### src/rtl/mem_arbiter_nch_if.sv
// mem_arbiter_nch_if: client request/response channels plus the byte-serial memory bus.
interface mem_arbiter_nch_if #(parameter int NCH = 2);
    logic [NCH-1:0]    req;
    logic [NCH*32-1:0] req_addr;
    logic [NCH-1:0]    req_rw;
    logic [NCH*2-1:0]  req_size;
    logic [NCH-1:0]    req_sext;
    logic [NCH*32-1:0] req_wdata;
    logic [NCH-1:0]    done;
    logic [NCH*32-1:0] rdata;
    logic [7:0]        mem_din;
    logic [7:0]        mem_dout;
    logic [31:0]       mem_a;
    logic              mem_wr;
    logic              io_buffer_full;
    modport slave (
        input  req, req_addr, req_rw, req_size, req_sext, req_wdata, mem_din, io_buffer_full,
        output done, rdata, mem_dout, mem_a, mem_wr
    );
    modport master (
        output req, req_addr, req_rw, req_size, req_sext, req_wdata, mem_din, io_buffer_full,
        input  done, rdata, mem_dout, mem_a, mem_wr
    );
endinterface

### src/rtl/mem_arbiter_nch.sv
// mem_arbiter_nch: N-channel arbiter serialising byte/half/word/fetch requests onto an 8-bit bus.
module mem_arbiter_nch #(
    parameter int             NCH        = 2,
    parameter int             ARB_MODE   = 0,
    parameter logic [NCH-1:0] FLUSH_MASK = {NCH{1'b1}},
    parameter logic [1:0]     IO_SEL     = 2'b11
) (
    input  logic             clk_in,
    input  logic             rst_in,
    input  logic             rdy_in,
    input  logic             flush_pipline,
    mem_arbiter_nch_if.slave bus,
    output logic             busy
);
    localparam int CW = NCH > 1 ? $clog2(NCH) : 1;
    typedef enum logic [1:0] {IDLE, ADDR, TAIL} state_t;
    state_t state, state_nx;
    logic [CW-1:0] ch, ptr, gnt;
    logic [CW:0] pos;
    logic [31:0] addr, wdata, data, full, res, a;
    logic [1:0] size, idx;
    logic [NCH-1:0] elig, cur, done_q;
    logic [NCH*32-1:0] rdata_q;
    logic rw, sext, sx, found, last, stall, step, wr_done, abort, grant_ok;

    assign a = addr + {30'd0, idx};
    assign stall = state == ADDR && rw && a[17:16] == IO_SEL && bus.io_buffer_full;
    assign step = state == ADDR && !stall;
    // a fetch learns its length from byte0, which is on mem_din during address idx 1
    assign last = size == 2'b00 ? idx == 2'd0 :
                  size == 2'b01 ? idx == 2'd1 :
                  size == 2'b10 ? idx == 2'd3 :
                  idx == 2'd3 || (idx == 2'd1 && bus.mem_din[1:0] != 2'b11);
    assign wr_done = step && rw && last;
    assign abort = rdy_in && flush_pipline && state != IDLE && !rw && FLUSH_MASK[ch];
    assign cur = state == IDLE ? '0 : NCH'(1) << ch;
    assign elig = bus.req & ~done_q & ~cur & ~(rdy_in && flush_pipline ? FLUSH_MASK : '0);
    assign grant_ok = rdy_in && found && (state == IDLE || (state == TAIL && !abort) || wr_done);
    assign sx = sext && !size[1];
    assign busy = state != IDLE;
    assign bus.mem_a = state == ADDR ? a : '0;
    assign bus.mem_dout = state == ADDR && rw ? wdata[{idx, 3'b000} +: 8] : '0;
    assign bus.mem_wr = state == ADDR && rw && !stall && rdy_in;
    assign bus.done = done_q;
    assign bus.rdata = rdata_q;

    always_comb begin
        found = 1'b0;
        gnt = '0;
        pos = '0;
        for (int i = 0; i < NCH; i++) begin
            pos = (ARB_MODE != 0 ? {1'b0, ptr} : '0) + (CW+1)'(i);
            pos = pos >= (CW+1)'(NCH) ? pos - (CW+1)'(NCH) : pos;
            if (!found && elig[pos[CW-1:0]]) begin
                found = 1'b1;
                gnt = pos[CW-1:0];
            end
        end
    end

    always_comb begin
        full = data;
        full[{idx, 3'b000} +: 8] = bus.mem_din;
        res = idx == 2'd0 ? {{24{sx & full[7]}}, full[7:0]} :
              idx == 2'd1 ? {{16{sx & full[15]}}, full[15:0]} : full;
    end

    always_comb begin
        state_nx = state;
        state_nx = abort ? IDLE :
                   grant_ok ? ADDR :
                   state == TAIL ? IDLE :
                   step && last ? (rw ? IDLE : TAIL) : state;
    end

    always_ff @(posedge clk_in or posedge rst_in) begin
        if (rst_in) begin
            state <= IDLE;
            ch <= '0;
            ptr <= '0;
            addr <= '0;
            wdata <= '0;
            data <= '0;
            size <= '0;
            idx <= '0;
            rw <= 1'b0;
            sext <= 1'b0;
            done_q <= '0;
            rdata_q <= '0;
        end else if (rdy_in) begin
            state <= state_nx;
            done_q <= '0;
            if (state == ADDR && !rw && idx != 2'd0) data[{idx - 2'd1, 3'b000} +: 8] <= bus.mem_din;
            if (step && !last) idx <= idx + 2'd1;
            if (state == TAIL && !abort) begin
                done_q[ch] <= 1'b1;
                rdata_q[ch*32 +: 32] <= res;
            end
            if (wr_done) done_q[ch] <= 1'b1;
            if (grant_ok) begin
                ch <= gnt;
                ptr <= gnt == CW'(NCH - 1) ? '0 : gnt + 1'b1;
                addr <= bus.req_addr[gnt*32 +: 32];
                rw <= bus.req_rw[gnt];
                size <= bus.req_size[gnt*2 +: 2];
                sext <= bus.req_sext[gnt];
                wdata <= bus.req_wdata[gnt*32 +: 32];
                idx <= '0;
            end
        end
    end
endmodule

### src/flat_wrapper.sv
// flat-port wrapper written by rule: the top's interface ports become plain ports
module mem_arbiter_nch_flat 
#(
    parameter int             NCH        = 2,
    parameter int             ARB_MODE   = 0,
    parameter logic [NCH-1:0] FLUSH_MASK = {NCH{1'b1}},
    parameter logic [1:0]     IO_SEL     = 2'b11
)
  (clk_in, rst_in, rdy_in, flush_pipline, busy, bus_req, bus_req_addr, bus_req_rw, bus_req_size, bus_req_sext, bus_req_wdata, bus_mem_din, bus_io_buffer_full, bus_done, bus_rdata, bus_mem_dout, bus_mem_a, bus_mem_wr);
  mem_arbiter_nch_if #(.NCH(NCH)) bus_i ();
  input  logic clk_in;
  input  logic rst_in;
  input  logic rdy_in;
  input  logic flush_pipline;
  output logic busy;
  input wire logic [$bits(bus_i.req)-1:0] bus_req;
  input wire logic [$bits(bus_i.req_addr)-1:0] bus_req_addr;
  input wire logic [$bits(bus_i.req_rw)-1:0] bus_req_rw;
  input wire logic [$bits(bus_i.req_size)-1:0] bus_req_size;
  input wire logic [$bits(bus_i.req_sext)-1:0] bus_req_sext;
  input wire logic [$bits(bus_i.req_wdata)-1:0] bus_req_wdata;
  input wire logic [$bits(bus_i.mem_din)-1:0] bus_mem_din;
  input wire logic [$bits(bus_i.io_buffer_full)-1:0] bus_io_buffer_full;
  output wire logic [$bits(bus_i.done)-1:0] bus_done;
  output wire logic [$bits(bus_i.rdata)-1:0] bus_rdata;
  output wire logic [$bits(bus_i.mem_dout)-1:0] bus_mem_dout;
  output wire logic [$bits(bus_i.mem_a)-1:0] bus_mem_a;
  output wire logic [$bits(bus_i.mem_wr)-1:0] bus_mem_wr;
  assign bus_i.req = bus_req;
  assign bus_i.req_addr = bus_req_addr;
  assign bus_i.req_rw = bus_req_rw;
  assign bus_i.req_size = bus_req_size;
  assign bus_i.req_sext = bus_req_sext;
  assign bus_i.req_wdata = bus_req_wdata;
  assign bus_i.mem_din = bus_mem_din;
  assign bus_i.io_buffer_full = bus_io_buffer_full;
  assign bus_done = bus_i.done;
  assign bus_rdata = bus_i.rdata;
  assign bus_mem_dout = bus_i.mem_dout;
  assign bus_mem_a = bus_i.mem_a;
  assign bus_mem_wr = bus_i.mem_wr;
  mem_arbiter_nch #(.NCH(NCH), .ARB_MODE(ARB_MODE), .FLUSH_MASK(FLUSH_MASK), .IO_SEL(IO_SEL)) u_core (.clk_in(clk_in), .rst_in(rst_in), .rdy_in(rdy_in), .flush_pipline(flush_pipline), .bus(bus_i), .busy(busy));
endmodule
### config.mk
export PLATFORM = sky130hd
export DESIGN_NAME = mem_arbiter_nch_flat
export DESIGN_NICKNAME = d
export VERILOG_FILES = /design/src/rtl/mem_arbiter_nch_if.sv /design/src/rtl/mem_arbiter_nch.sv /design/src/flat_wrapper.sv
export SDC_FILE = /design/constraint.sdc
export NUM_CORES = 1
export LEC_CHECK = 0
export ABC_AREA = 1
export CAP_MARGIN = 20
export CORE_MARGIN = 10
export CORE_UTILIZATION = 49
export CTS_BUF_LIST = sky130_fd_sc_hd__clkbuf_16
export DETAILED_ROUTE_END_ITERATION = 12
export HOLD_SLACK_MARGIN = 0.12
export PLACE_DENSITY = 0.93
export SLEW_MARGIN = 20
export SYNTH_ARGS = -nofsm -noshare
export SYNTH_HDL_FRONTEND = slang
export SYNTH_SLANG_ARGS = --single-unit
### constraint.sdc
create_clock -name clk_in -period 6.2 [get_ports clk_in]
set_clock_uncertainty 0.2 [all_clocks]
set_input_delay 0.62 -clock clk_in [delete_from_list [all_inputs] [get_ports clk_in]]
set_output_delay 0.62 -clock clk_in [all_outputs]
set_load 0.05 [all_outputs]
==> flow_metrics.tcl <==
set metrics [dict create \
    worstSetupPathType "reg -> out" \
    worst_pin_slew_ns 0.886 \
    clkTransAtPathRegs_ns 0.06 \
    r2r_cells 12 \
    finish.instance_area_sq_mm 0.0127 \
    regToRegSetupSlack_ns 2.20 \
    crit_chain "ha_1 > nand3_1 > nand2_1 > nand2_2 > nor2_4 > nand2_2 > nor2_2 > nand3_1 > inv_1 > nand3_1 > nor2_1 > a21oi_1 > nor2_1 > clkdlybuf4s50_1" \
    cts.path.max_buffers 2 \
    power_leakage_nw 5.81 \
    fin_crit_ns 4.63 \
    rows 50 \
    timing.slew.headroom 0.407 \
    async_flop_share 1.00 \
    cp_data_required_time_ns 5.38 \
    synth_edf_count 0 \
    tritoncts "done" \
    cts_buffers 17 \
    synth_mux_area_frac 0.0249 \
    hold_path_end "u_core.wdata[2]" \
    finalSetupTns_ns 0 \
    startpoint_type "register" \
    yosysSeqAreaShare 0.450 \
    period_share 0.747 \
    crit_fanout 15 \
    drive_gt1_frac 0.0698 \
    fp.dieH_um 159 \
    h-tree-depth 4 \
    cap_violations 0 \
    gp_congestion 0.936 \
    synth_seq_cells 171 \
    grt_pass1_vias 9512 \
    area_growth_pct 33.5 \
    arrival_ns 3.81 \
    cp-end-kind "output port" \
    cp.buffers_inverters 2 \
    holdCritPathClass "reg -> reg" \
    reg2reg_to "u_core.size[0]" \
    cp_common_cell "nand3_1" \
    hold_viol 0 \
    num_io_pins 259 \
    globalRouteOverflowTotal 0 \
    grt_max_degree 124 \
    start_util 0.503 \
    power_density_mw_per_mm2 551 \
    cts.sinks 171 \
    synthAdderAreaFrac 0.0140 \
    cts_resized 0 \
    worstSkewPairLatency_ns 0.44 \
    cts_root_buf "clkbuf_16" \
    yosys.area.top_type_share 0.450 \
    die_x_um 159 \
    nets 1638 \
    first_pass_iters 8 \
    grtUsageTotal 0.230 \
    yosys-top-cells-count "329 x nand2_1, 171 x dfrtp_1, 162 x inv_1" \
    ant_nets 0 \
    dieArea_sq_mm 0.0254 \
    pre_cts_slack_ns 2.10 \
    slew_violations 0 \
    timing.fmax_ghz 0.216 \
    critPathMaxStageDelay_ns 0.86 \
    synth.area.top_cells "dfrtp_1 45%, nand2_1 13%, o21ai_0 7.9%" \
    hold_path_startpoint "u_core.wdata[2]" \
    synth_flop_cell "dfrtp_1" \
    port_buffers 258 \
    vias 9559 \
    synth_warnings 0 \
    setup_viol 0 \
    place_area_sq_mm 0.0121 \
    outcome "finished clean" \
    antenna_found_initial 0 \
    peakVddDrop_uv 320 \
    synth_top_area_cell "dfrtp_1" \
    drt_iter0_drc 976 \
    post_synth_num_cell_types 42 \
    crit_slowest_cell "clkdlybuf4s50_1" \
    n_antenna_cell 0 \
    whs_path_depth 2 \
    synth_compound_gate_area_share 0.182 \
    yosysMostFrequentCell "nand2_1" \
    synth_top_family_by_area "simple AND/OR/NAND/NOR gates" \
    avgSynthCellArea_sq_um 7.53 \
    setup_slack_ns 1.57 \
    syn-num-nets 1424 \
    core_sq_mm 0.0189 \
    drt-wirelength-per-cell_um 17.2 \
    netlist_instances 1263 \
    synth-xor-area-share 0.00276 \
    synth-simple-area-share 0.220 \
    routed_wirelength_mm 30.1 \
    grt_pass1_wl_mm 48.4 \
    post_cts_buffers 0 \
    path_delay_family "simple AND/OR/NAND/NOR gates" \
    r2r-start "u_core.idx[1]" \
    drcViolationCount 0 \
    ctsHoldBuffers 0 \
    drt-vias-per-instance 5.46 \
    rsz0062_at_grt "false" \
    netlist_area_sq_mm 0.00951 \
    dp_hpwl_mm 22.4 \
]
report_power, final:
part	total [W]	switching [W]	internal [W]	leakage [nW]
clock	0.00103	0.000471	0.000559	0.268
combinational	0.00402	0.00279	0.00124	3.44
sequential	0.00194	0.000332	0.00161	2.10
total	0.00700	0.00359	0.00341	5.81
kinds of logic after synthesis:
logic type	after synthesis
fa+ha+maj	10
xor+xnor	3
compound gates	321
flops	171
buf+inv	239
mux	21
simple gates	498
per-layer routing:
| metal | vias up | track usage | routed length [um] |
|---|---|---|---|
| li1 | 4521 | - | - |
| met1 | 4353 | 0.285 | 11900 |
| met2 | 589 | 0.360 | 13800 |
| met3 | 96 | 0.0873 | 3480 |
| met4 | 0 | 0.0830 | 931 |
| met5 | - | 0 | 0 |
how the worst max path moves through the flow:
stage / from / end / cells after the start
floorplan: rst_in / u_core.addr[0] / 1
global placement: u_core.idx[1] / bus_mem_a[29] / 14
detailed placement: u_core.idx[1] / bus_mem_a[29] / 14
CTS: u_core.idx[1] / bus_mem_a[29] / 14
global route: u_core.idx[1] / bus_mem_a[30] / 10
finish: u_core.idx[1] / bus_mem_a[29] / 14
worst reg2reg max path, cell delays in order (launching register included):
cell and delay [ns]:
dfrtp_1 0.58, clkinv_1 0.32, ha_1 0.76, nand2_1 0.16
a21oi_1 0.16, a21oi_1 0.08, a21oi_1 0.19, nand2_2 0.10
nand2_2 0.09, nand2_4 0.23, inv_6 0.69, nand2_1 0.22
o21ai_1 0.13
layout make-up:
class	count	area [sq um]
fillers	1482	6200
flip-flops and latches	171	4280
multi-input cells	853	4240
repair buffers	264	2630
inverters	170	651
clock buffers	17	425
well taps	260	325
clock inverters	15	138
cell usage in the layout (no fill, tap or decap), types with 7 or more instances in the layout:
| master | n |
|---|---|
| clkdlybuf4s50_1 | 258 |
| a21oi_1 | 46 |
| dfrtp_1 | 171 |
| mux2_2 | 21 |
| inv_1 | 161 |
| nor3_1 | 15 |
| nand3_1 | 56 |
| clkbuf_16 | 17 |
| o221ai_1 | 7 |
| nand2_2 | 17 |
| nor2_1 | 56 |
| o21ai_0 | 151 |
| o21ai_2 | 10 |
| o22ai_1 | 17 |
| o21ai_1 | 80 |
| ha_1 | 9 |
| nand2_1 | 329 |
state kept, by name (all words and copies together), names as in the netlist:
register,flops
u_core.bus.done,2
u_core.data,32
u_core.size,2
u_core.rw,1
u_core.sext,1
u_core.ch,1
u_core.state,2
u_core.idx,2
u_core.wdata,32
u_core.bus.rdata,64
u_core.addr,32
through the flow:
step / util / std cells / total power (W) / hold slack, ns
3_5_place_dp: 0.642 / 1718 / 0.00592 / 0.261
3_3_place_gp: 0.642 / 1718 / 0.00580 / 0.259
6_report: 0.672 / 1750 / 0.00700 / 0.280
2_1_floorplan: - / 1263 / 0.00467 / 0.244
4_1_cts: 0.671 / 1750 / 0.00698 / 0.278
5_1_grt: 0.672 / 1750 / 0.00742 / 0.301
Power figures use the tool's default switching activity.
